$ cat config.mk
export PLATFORM = sky130hd
export DESIGN_NAME = remote_blink_ctrl
export DESIGN_NICKNAME = d
export VERILOG_FILES = /design/src/rtl/remote_blink_pkg.sv /design/src/rtl/uart_rx_byte.sv /design/src/rtl/remote_blink_ctrl.sv
export SDC_FILE = /design/constraint.sdc
export NUM_CORES = 1
export LEC_CHECK = 0
export CORE_ASPECT_RATIO = 0.6
export CORE_MARGIN = 5
export CORE_UTILIZATION = 59
export DETAILED_ROUTE_END_ITERATION = 12
export PLACE_DENSITY = 0.82
export SKIP_LAST_GASP = 1
export SYNTH_ARGS = -nofsm -noshare
export SYNTH_HDL_FRONTEND = slang
export SYNTH_HIERARCHICAL = 1
export SYNTH_SLANG_ARGS = --single-unit
$ cat constraint.sdc
create_clock -name clk -period 2.1 [get_ports clk]
set_input_delay 0.42 -clock clk [delete_from_list [all_inputs] [get_ports clk]]
set_output_delay 0.42 -clock clk [all_outputs]
set_load 0.02 [all_outputs]
$ cat src/rtl/remote_blink_pkg.sv
// Shared constants and helpers for the remote blink control slice:
// opcodes, FSM encodings and UART timing derivations.
`timescale 1ns/1ps
package remote_blink_pkg;

    localparam logic [7:0] OP_PATTERN = 8'h50;
    localparam logic [7:0] OP_DIV     = 8'h44;
    localparam logic [7:0] OP_EN      = 8'h45;

    localparam logic [1:0] RX_IDLE  = 2'd0;
    localparam logic [1:0] RX_START = 2'd1;
    localparam logic [1:0] RX_DATA  = 2'd2;
    localparam logic [1:0] RX_STOP  = 2'd3;

    localparam logic [0:0] P_IDLE = 1'b0;
    localparam logic [0:0] P_ARG  = 1'b1;

    function automatic int bit_cycles(input int clk_freq, input int baud);
        return clk_freq / baud;
    endfunction

    // Count value at which the start bit is re-checked mid-bit.
    function automatic int half_bit_last(input int bc);
        return (bc / 2 > 0) ? (bc / 2 - 1) : 0;
    endfunction

    // Width of a counter that must hold max_count - 1.
    function automatic int cnt_width(input int max_count);
        return (max_count > 1) ? $clog2(max_count) : 1;
    endfunction

    function automatic logic is_opcode(input logic [7:0] b);
        return (b == OP_PATTERN) || (b == OP_DIV) || (b == OP_EN);
    endfunction

endpackage

$ cat src/rtl/uart_rx_byte.sv
// 8N1 UART receiver: 2-flop synchronizer plus a mid-bit sampling FSM
// that emits one-cycle byte_valid / frame_err pulses.
`timescale 1ns/1ps
module uart_rx_byte
    import remote_blink_pkg::*;
#(
    parameter int CLK_FREQ = 25_000_000,
    parameter int BAUD     = 115_200
) (
    input  logic       clk,
    input  logic       rst,
    input  logic       uart_rx,
    output logic       byte_valid,
    output logic [7:0] byte_data,
    output logic       frame_err
);

    localparam int BIT_CYCLES = bit_cycles(CLK_FREQ, BAUD);
    localparam int CW         = cnt_width(BIT_CYCLES);
    localparam logic [CW-1:0] BIT_LAST  = CW'(BIT_CYCLES - 1);
    localparam logic [CW-1:0] HALF_LAST = CW'(half_bit_last(BIT_CYCLES));

    logic [1:0]    sync_q, sync_d;
    logic [1:0]    state_q, state_d;
    logic [CW-1:0] cnt_q, cnt_d;
    logic [2:0]    idx_q, idx_d;
    logic [7:0]    data_q, data_d;
    logic          valid_q, valid_d;
    logic          ferr_q, ferr_d;
    logic          rx_s;

    assign rx_s = sync_q[1];

    // Next-state logic: synchronizer shift and start/data/stop sampling.
    always_comb begin
        sync_d  = {sync_q[0], uart_rx};
        state_d = state_q;
        cnt_d   = cnt_q;
        idx_d   = idx_q;
        data_d  = data_q;
        valid_d = 1'b0;
        ferr_d  = 1'b0;
        case (state_q)
            RX_IDLE: begin
                if (!rx_s) begin
                    state_d = RX_START;
                    cnt_d   = '0;
                end
            end
            RX_START: begin
                if (cnt_q == HALF_LAST) begin
                    cnt_d = '0;
                    if (rx_s) begin
                        state_d = RX_IDLE;
                    end else begin
                        state_d = RX_DATA;
                        idx_d   = '0;
                    end
                end else begin
                    cnt_d = cnt_q + 1'b1;
                end
            end
            RX_DATA: begin
                if (cnt_q == BIT_LAST) begin
                    cnt_d  = '0;
                    data_d = {rx_s, data_q[7:1]};
                    if (idx_q == 3'd7) begin
                        state_d = RX_STOP;
                    end else begin
                        idx_d = idx_q + 1'b1;
                    end
                end else begin
                    cnt_d = cnt_q + 1'b1;
                end
            end
            RX_STOP: begin
                if (cnt_q == BIT_LAST) begin
                    cnt_d   = '0;
                    state_d = RX_IDLE;
                    if (rx_s) begin
                        valid_d = 1'b1;
                    end else begin
                        ferr_d = 1'b1;
                    end
                end else begin
                    cnt_d = cnt_q + 1'b1;
                end
            end
            default: begin
                state_d = RX_IDLE;
                cnt_d   = '0;
            end
        endcase
    end

    // State registers; reset drops any partial frame.
    always_ff @(posedge clk) begin
        if (rst) begin
            sync_q  <= 2'b11;
            state_q <= RX_IDLE;
            cnt_q   <= '0;
            idx_q   <= '0;
            data_q  <= '0;
            valid_q <= 1'b0;
            ferr_q  <= 1'b0;
        end else begin
            sync_q  <= sync_d;
            state_q <= state_d;
            cnt_q   <= cnt_d;
            idx_q   <= idx_d;
            data_q  <= data_d;
            valid_q <= valid_d;
            ferr_q  <= ferr_d;
        end
    end

    assign byte_valid = valid_q;
    assign byte_data  = data_q;
    assign frame_err  = ferr_q;

endmodule

$ cat src/rtl/remote_blink_ctrl.sv
// Command parser and configuration registers for the LED blinker,
// fed by the UART byte receiver.
`timescale 1ns/1ps
module remote_blink_ctrl
    import remote_blink_pkg::*;
#(
    parameter int         CLK_FREQ        = 25_000_000,
    parameter int         BAUD            = 115_200,
    parameter logic [7:0] DEFAULT_PATTERN = 8'hFF,
    parameter logic [7:0] DEFAULT_DIV     = 8'd4,
    parameter int         TIMEOUT_CYCLES  = CLK_FREQ / 10
) (
    input  logic       clk,
    input  logic       rst,
    input  logic       uart_rx,
    output logic [7:0] pattern,
    output logic [7:0] divisor,
    output logic       blink_en,
    output logic       cfg_update,
    output logic       frame_err
);

    localparam int TW = cnt_width(TIMEOUT_CYCLES);
    localparam logic [TW-1:0] TMO_LAST = TW'(TIMEOUT_CYCLES - 1);

    logic          rx_valid;
    logic [7:0]    rx_data;
    logic          rx_ferr;

    logic [0:0]    pst_q, pst_d;
    logic [7:0]    op_q, op_d;
    logic [TW-1:0] tmo_q, tmo_d;
    logic [7:0]    pattern_q, pattern_d;
    logic [7:0]    divisor_q, divisor_d;
    logic          en_q, en_d;
    logic          upd_q, upd_d;

    uart_rx_byte #(
        .CLK_FREQ (CLK_FREQ),
        .BAUD     (BAUD)
    ) u_rx (
        .clk        (clk),
        .rst        (rst),
        .uart_rx    (uart_rx),
        .byte_valid (rx_valid),
        .byte_data  (rx_data),
        .frame_err  (rx_ferr)
    );

    // Parser: latch opcode, apply argument, drop it on timeout or frame error.
    always_comb begin
        pst_d     = pst_q;
        op_d      = op_q;
        tmo_d     = tmo_q;
        pattern_d = pattern_q;
        divisor_d = divisor_q;
        en_d      = en_q;
        upd_d     = 1'b0;
        if (rx_ferr) begin
            pst_d = P_IDLE;
        end else begin
            case (pst_q)
                P_IDLE: begin
                    if (rx_valid && is_opcode(rx_data)) begin
                        op_d  = rx_data;
                        pst_d = P_ARG;
                        tmo_d = '0;
                    end
                end
                P_ARG: begin
                    if (rx_valid) begin
                        pst_d = P_IDLE;
                        unique case (1'b1)
                            (op_q == OP_PATTERN): begin
                                pattern_d = rx_data;
                                upd_d     = 1'b1;
                            end
                            (op_q == OP_DIV): begin
                                // Zero would stall the blinker; reject it.
                                if (rx_data != 8'd0) begin
                                    divisor_d = rx_data;
                                    upd_d     = 1'b1;
                                end
                            end
                            (op_q == OP_EN): begin
                                en_d  = rx_data[0];
                                upd_d = 1'b1;
                            end
                            default: begin
                                pst_d = P_IDLE;
                            end
                        endcase
                    end else if (tmo_q == TMO_LAST) begin
                        pst_d = P_IDLE;
                    end else begin
                        tmo_d = tmo_q + 1'b1;
                    end
                end
                default: begin
                    pst_d = P_IDLE;
                end
            endcase
        end
    end

    // Parser and configuration registers.
    always_ff @(posedge clk) begin
        if (rst) begin
            pst_q     <= P_IDLE;
            op_q      <= '0;
            tmo_q     <= '0;
            pattern_q <= DEFAULT_PATTERN;
            divisor_q <= DEFAULT_DIV;
            en_q      <= 1'b1;
            upd_q     <= 1'b0;
        end else begin
            pst_q     <= pst_d;
            op_q      <= op_d;
            tmo_q     <= tmo_d;
            pattern_q <= pattern_d;
            divisor_q <= divisor_d;
            en_q      <= en_d;
            upd_q     <= upd_d;
        end
    end

    assign pattern    = pattern_q;
    assign divisor    = divisor_q;
    assign blink_en   = en_q;
    assign cfg_update = upd_q;
    assign frame_err  = rx_ferr;

endmodule

* Word level (Yosys, flattened, before mapping)
Index checks and enable logic that the tools add are counted.
** Operators by class
- $add $sub $neg :: 3
- Equality and inequality tests :: 23
- Multiplexer cells :: 28
- Bitwise gates (word level) :: 5
- Reductions and logical operators :: 19
** Operators by type and width (count)
- 22-bit 2-to-1 mux :: 3
- 8-bit by 7-bit equality test with 1-bit output (second input constant) :: 7
- 22-bit case mux with 2 select lines :: 1
- 8-bit 2-to-1 mux :: 3
- 8-bit case mux with 3 select lines :: 1
- 22-bit by 1-bit adder with 22-bit output (second input constant) :: 1
- 22-bit equality test (second input constant) :: 1
- 5-bit AND reduction :: 3
- 2-bit 2-to-1 mux :: 6
- 3-bit 2-to-1 mux :: 4
- 2-bit inequality test (second input constant) :: 6
- 4-bit AND reduction :: 3
- 8-bit by 1-bit adder with 8-bit output (second input constant) :: 1
- 8-bit equality test (second input constant) :: 1
- 2-bit by 1-bit inequality test with 1-bit output (second input constant) :: 4
- 2-bit case mux with 4 select lines :: 1
- 8-bit nonzero test :: 1
- 1-bit 2-to-1 mux :: 6
- 3-bit case mux with 2 select lines :: 1
- 2-bit OR reduction :: 3
- 1-bit NOT :: 5
- 2-bit equality test (second input constant) :: 2
- 1-bit case mux with 2 select lines :: 2
- 4-bit OR reduction :: 1
- other kinds (10) :: 11
** Storage, ports and cells
- Flip-flop bits (word level) :: 74
- Bits of input ports :: 3
- Output and inout bits :: 19

* Logic depth before layout (Yosys ltp)
- Depth after elaboration :: 6
- Gate-level depth with buffers :: 7
- Mapped depth without buffers :: 6

* Modules after synthesis
The synthesis kept the hierarchy.
** Modules (own cells, without submodules)
- remote_blink_ctrl :: times used 1, cells an instance 266, area an instance 2372.3 µm², seq. area each 980.9 µm²
- uart_rx_byte :: times used 1, cells an instance 135, area an instance 1159.9 µm², seq. area each 500.5 µm²

* Worst setup path before layout
OpenSTA, ideal clock, no wires.
- Path kind :: register to register
- Start point :: reg tmo_q[0]
- End point :: reg tmo_q[17]
- Setup time :: 120 ps
- Data arrival time :: 1701 ps
- Required time :: 1980 ps
- Setup slack :: 279 ps
- Stages on the path, launching flop included :: 8
- Cell sequence :: dfxtp_1 ha_1 and3_1 nand4_1 o211ai_4 buf_6 nor3_1 a211o_1
** On the way
- Cells in the longest elaborated chain, start to end :: 4
- Elaborated cells on any way between the ends :: 7
** RTL lines
- start: declaration :: line remote_blink_ctrl.sv:32 : logic [TW-1:0] tmo_q, tmo_d;
- start signal: assignment :: line remote_blink_ctrl.sv:119 : tmo_q <= tmo_d;
- 22-bit by 1-bit adder with 22-bit output :: line remote_blink_ctrl.sv:96 : tmo_d = tmo_q + 1'b1;
- 22-bit 2-to-1 mux :: line remote_blink_ctrl.sv:93 : end else if (tmo_q == TMO_LAST) begin
- 22-bit 2-to-1 mux :: line remote_blink_ctrl.sv:71 : if (rx_valid) begin
- 22-bit case mux with 2 select lines :: line remote_blink_ctrl.sv:62 : case (pst_q)
Parallel ways exist; a longest one is shown, timed or not. The select of a mux whose other input is x is not followed.
A chain may end at the register's enable or synchronous reset.

* Final worst setup path
- Start point :: reg tmo_q[9]
- End point :: reg tmo_q[21]
Same word-level chain as after synthesis.

==> flow_summary.toml <==
[placed_design]
portBuffers = 21
finalWeightedCongestion = 0.9916
dpl.hpwl_um = 6363
dp_slack_ps = 125.7

[critical_path]
cp_slowest_cell = "dfxtp_1"
critPathMaxStageDelay_ps = 500
cp-start-kind = "register"
crit_family = "simple AND/OR/NAND/NOR gates"
crit_type = "register to register"
ff2ff_setup_slack_ps = 20
worstPathRequired_ps = 2340
cp-end-kind = "register"
arrival_ps = 2320
crit_buf_inv = 0
crit_chain = "nand4_2, or3_1, or4_1, a21bo_1, o22a_1"
crit_path_max_fanout = 6

[die]
dieHeight_um = 69.94
rows = 21
core_area_um2 = 5702
die_x_um = 109.9
initial_utilization = 0.6195
ios = 22
fp.dieArea_um2 = 7685

[global_route]
grt_pass1_vias = 3078
grt_pass1_wl_um = 15270
grt_overflow = 0
grt_max_degree = 26
track_usage = 0.2495
antenna_found_initial = 0

[synth]
synthCells = 401
synth_top_cell_by_area = "dfxtp_1"
synthArstFlopShare = 0
synth_top_flop_cell = "dfxtp_1"
synth-edff-count = 0
yosysSeqAreaShare = 0.4194
ys_warn_count = 6
synth_top_area_frac = 0.4194
synth_nets = 409
syn_avg_cell_area_um2 = 8.808
synthTopCellsByArea = "dfxtp_1 42%, mux2i_1 7.9%, nand2_1 4.7%"
syn-cell-area_um2 = 3532
ys_ff_latch = 74
synth.distinct_cells = 62

[final_layout]
area_growth_pct = 20.94
final_common_cell = "dfxtp_1"
final_cell_mix = "74 x dfxtp_1, 44 x nand2_1, 35 x buf_4, 30 x nor2_1, 28 x mux2i_1"
nets = 459
nFillCells = 398
insertedDiodeCount = 0
drive_gt1_frac = 0.1513

[routing]
ant_nets = 0
drt_iter0_drc = 413
routed_wl_um = 9273
first_pass_iters = 6
via_per_inst = 6.226
route.detailed.drc = 0
vias = 3337
wl_per_cell_um = 17.30

[sta]
rsz0062_at_grt = "no"
final.min_clock_period_ps = 2078
fin_setup_tns_ps = 0
fin_skew_ps = 11.79
finalCritPeriodShare = 0.9895
fmax_mhz = 481.2
finalSetupViolCount = 0
setup_ws_ps = 21.97
worst_pin_slew_ps = 479.4
finalHoldViolCount = 0
maxSlewViolCount = 0
slew_headroom = 0.6804

[run_status]
outcome = "finished clean"

[clock_tree]
numCtsBuffers = 9
cts_tree = "yes"
numClockSinks = 74
clock_latency_ps = 360
clock_path_buffers = 2
clk_root_buffer_cell = "clkbuf_8"
clk_pin_slew_ps = 80
cts_max_level = 3
cts_hold_buffers = 0

[power_and_ir_drop]
leakage_nw = 1.706
powerDensity_nw_per_um2 = 617.0
max-vdd-ir-drop_v = 0.0003508

[flow_run]
drv_cap = 0

[hold_path]
hold_class = "register to register"
-- sequential cells by signal, summed over array words and instances, names as in the netlist, named ones only --
name,flops
tmo_q,22
pst_q,1
pattern,8
u_rx/cnt_q,8
u_rx/byte_data,8
blink_en,1
u_rx/sync_q,2
divisor,8
u_rx/byte_valid,1
u_rx/idx_q,3
cfg_update,1
u_rx/state_q,1
op_q,8
u_rx/frame_err,1
-- cell usage after synthesis (all sizes together), types with 6 or more instances --
cell,instances
nor2b,7
clkbuf,11
buf,7
nand3,18
dfxtp,74
or4,8
a21oi,20
nor3,13
nand2,44
o21ai,16
a31oi,9
nor2,30
inv,14
nand4,6
mux2i,28
and3,7
o41ai,7
nor4,6
-- layout make-up --
| type | count | area (um^2) | share of cell area |
|---|---|---|---|
| Timing Repair Buffer | 57 | 493.0 | 0.1154 |
| Clock buffer | 10 | 137.6 | 0.03222 |
| Tap cell | 80 | 100.1 | 0.02343 |
| Sequential cell | 74 | 1481 | 0.3468 |
| Inverter | 14 | 52.55 | 0.01230 |
| Clock inverter | 6 | 72.57 | 0.01699 |
| Multi-Input combinational cell | 295 | 1934 | 0.4528 |
-- final timing paths --
check,cells past startpoint,from,end
setup / recovery,5,tmo_q[9],tmo_q[21]
setup reg to reg,5,tmo_q[9],tmo_q[21]
hold reg to reg,1,u_rx/sync_q[0],u_rx/sync_q[1]
hold / removal,1,u_rx/sync_q[0],u_rx/sync_q[1]
-- what timing repair did --
action / CTS / global route
setup buffers: 0 / 1
setup endpoints to repair: 0 / 19
gates resized for setup: 0 / 4
-- layer usage --
layer | share of wire | GRT usage | vias to the layer above | routed length, um
li1 | - | - | 1594 | -
met1 | 0.47 | 0.3777 | 1528 | 4357
met2 | 0.41 | 0.3313 | 199 | 3785
met3 | 0.11 | 0.09669 | 16 | 1039
met4 | 0.0098 | 0.04703 | 0 | 91
met5 | 0 | 0 | - | 0
-- cell families after synthesis --
family          after synthesis  synth area share
flops                        74            0.4194
fa+ha+maj                     5           0.01771
compound gates               86            0.1722
mux                          29           0.08254
simple gates                175            0.2685
buf+inv                      32           0.03967
-- worst register-to-register path, delay by kind of cell, from the launching register on --
kind,cells,cell delay (ps)
flip-flops,1,500
AO/OA/AOI/OAI,2,420
AND/OR/NAND/NOR,3,1050
-- power breakdown --
| group | switching [mW] | total (mW) | internal, mW | leakage, nW |
|---|---|---|---|---|
| Sequential | 0.00388 | 1.41 | 1.41 | 0.597 |
| Clock | 0.573 | 1.17 | 0.593 | 0.103 |
| Combinational | 0.0389 | 0.0604 | 0.0214 | 1.01 |
| Total | 0.616 | 2.64 | 2.02 | 1.71 |
-- per-stage QoR --
stage / hold WS (ps) / area (um^2) / power (mW) / cells / util
6_report: 416.4 / 4272 / 2.636 / 536 / 0.7492
2_1_floorplan: 389.5 / 3532 / 1.474 / 401 / -
4_1_cts: 421.4 / 4228 / 2.646 / 535 / 0.7415
5_1_grt: 433.7 / 4272 / 2.729 / 536 / 0.7492
3_5_place_dp: 402.2 / 4018 / 1.500 / 519 / 0.7046
3_3_place_gp: 392.7 / 4018 / 1.500 / 519 / 0.7046
Note: power is estimated with default switching activity, not from simulation.
==> RTL change (same flow settings) <==
`CLK_FREQ` is set to 25_000_000 in 2 places; all go to 12_500_000.
--- a/src/rtl/uart_rx_byte.sv
+++ b/src/rtl/uart_rx_byte.sv
@@ -4,7 +4,7 @@
 module uart_rx_byte
     import remote_blink_pkg::*;
 #(
-    parameter int CLK_FREQ = 25_000_000,
+    parameter int CLK_FREQ = 12_500_000,
     parameter int BAUD     = 115_200
 ) (
     input  logic       clk,
--- a/src/rtl/remote_blink_ctrl.sv
+++ b/src/rtl/remote_blink_ctrl.sv
@@ -4,7 +4,7 @@
 module remote_blink_ctrl
     import remote_blink_pkg::*;
 #(
-    parameter int         CLK_FREQ        = 25_000_000,
+    parameter int         CLK_FREQ        = 12_500_000,
     parameter int         BAUD            = 115_200,
     parameter logic [7:0] DEFAULT_PATTERN = 8'hFF,
     parameter logic [7:0] DEFAULT_DIV     = 8'd4,
Check against the original RTL: same outputs for any inputs over 10 cycles, from zero or initial values and one cycle with rst high; that may be too few to reach the edited logic, so the function may still have changed.
==> RTL change against the unedited design <==
- area after synthesis shrank 6.5%
- sequential cell count shrank 2
- wire length shrank 13%
- critical path depth grew 2
- worst setup slack gained 0.097 ns
- cell area shrank 9.1%
Power is not compared: it rests on default switching activity, and its combinational part moved more than twofold at a synthesized area within 25%.
==> RTL change: results (changes against the unedited design) <==
metric,value,unit,change
outcome,completed,,
max reg flops,21,,-4.5%
mux cell area share after synthesis,8.788,%,+0.53 points
placed inst area,3651,um2,-9.1%
DRT iter0 DRCs,278,,-33%
largest net degree at the start of global routing,29,,+12%
placed cell count,462,,-11%
adder-cell share of the synthesized area,1.894,%,+0.12 points
routed wl met2,3.378,mm,-11%
Synth Area in Compound Gates,15.15,%,-2.1 points
synthesized area per cell,8.903,um2,+1.1%
GRT Util Overall,23.54,%,-1.4 points
first-pass GRT wire length,13.30,mm,-13%
wl on met1,3.903,mm,-10%
Mapped Nets,379,,-7.3%
Synth cell types,52,,-16%
Worst Path Arrival,2.24,ns,-0.08 ns
Critical Path Source,tmo_q[0],,
worst relative slew slack,62.50,%,-5.5 points
RD Place Congestion,0.9558,,-3.6%
layout cells sized above 1,12.47,%,-2.7 points
met2 GRT Util,34.48,%,+1.4 points
Synth area leaders,"dfxtp_1, mux2i_1, nand2_1",,
final net count,412,,-10%
Met3 Wirelength,635,um,-39%
routing usage on met3,7.352,%,-2.3 points
maximum net fanout on the critical path,4,,-2
drt via density,6.146,,-1.3%
-- RTL change: power by group --
part	internal (uW)	leakage (uW)	total (uW)	switching [uW]
registers	1370	0.000581	1380	9.28
logic	53.3	0.000842	161	108
clock network	616	0.000107	1130	514
total	2040	0.00153	2670	631
-- RTL change: cells by family after synthesis --
kind of cell,Yosys count
simple gates,167
flops,72
compound gates,76
fa+ha+maj,5
mux,29
xor+xnor,1
buf+inv,21
-- RTL change: worst paths after layout --
check / to / slack (ns) / cells past startpoint
worst max-delay path: tmo_q[14] / 0.12 / 7
worst min-delay path: u_rx/sync_q[1] / 0.42 / 1
worst max register to register: tmo_q[14] / 0.12 / 7
worst min register to register: u_rx/sync_q[1] / 0.42 / 1
-- RTL change: final cells by class --
cell class / count / area share [%]
multi-input combinational: 278 / 46.28
sequential: 72 / 37.10
timing repair buffer: 38 / 8.567
clock buffer: 12 / 3.994
tap: 69 / 2.222
clock inverter: 4 / 1.353
inverter: 5 / 0.4831
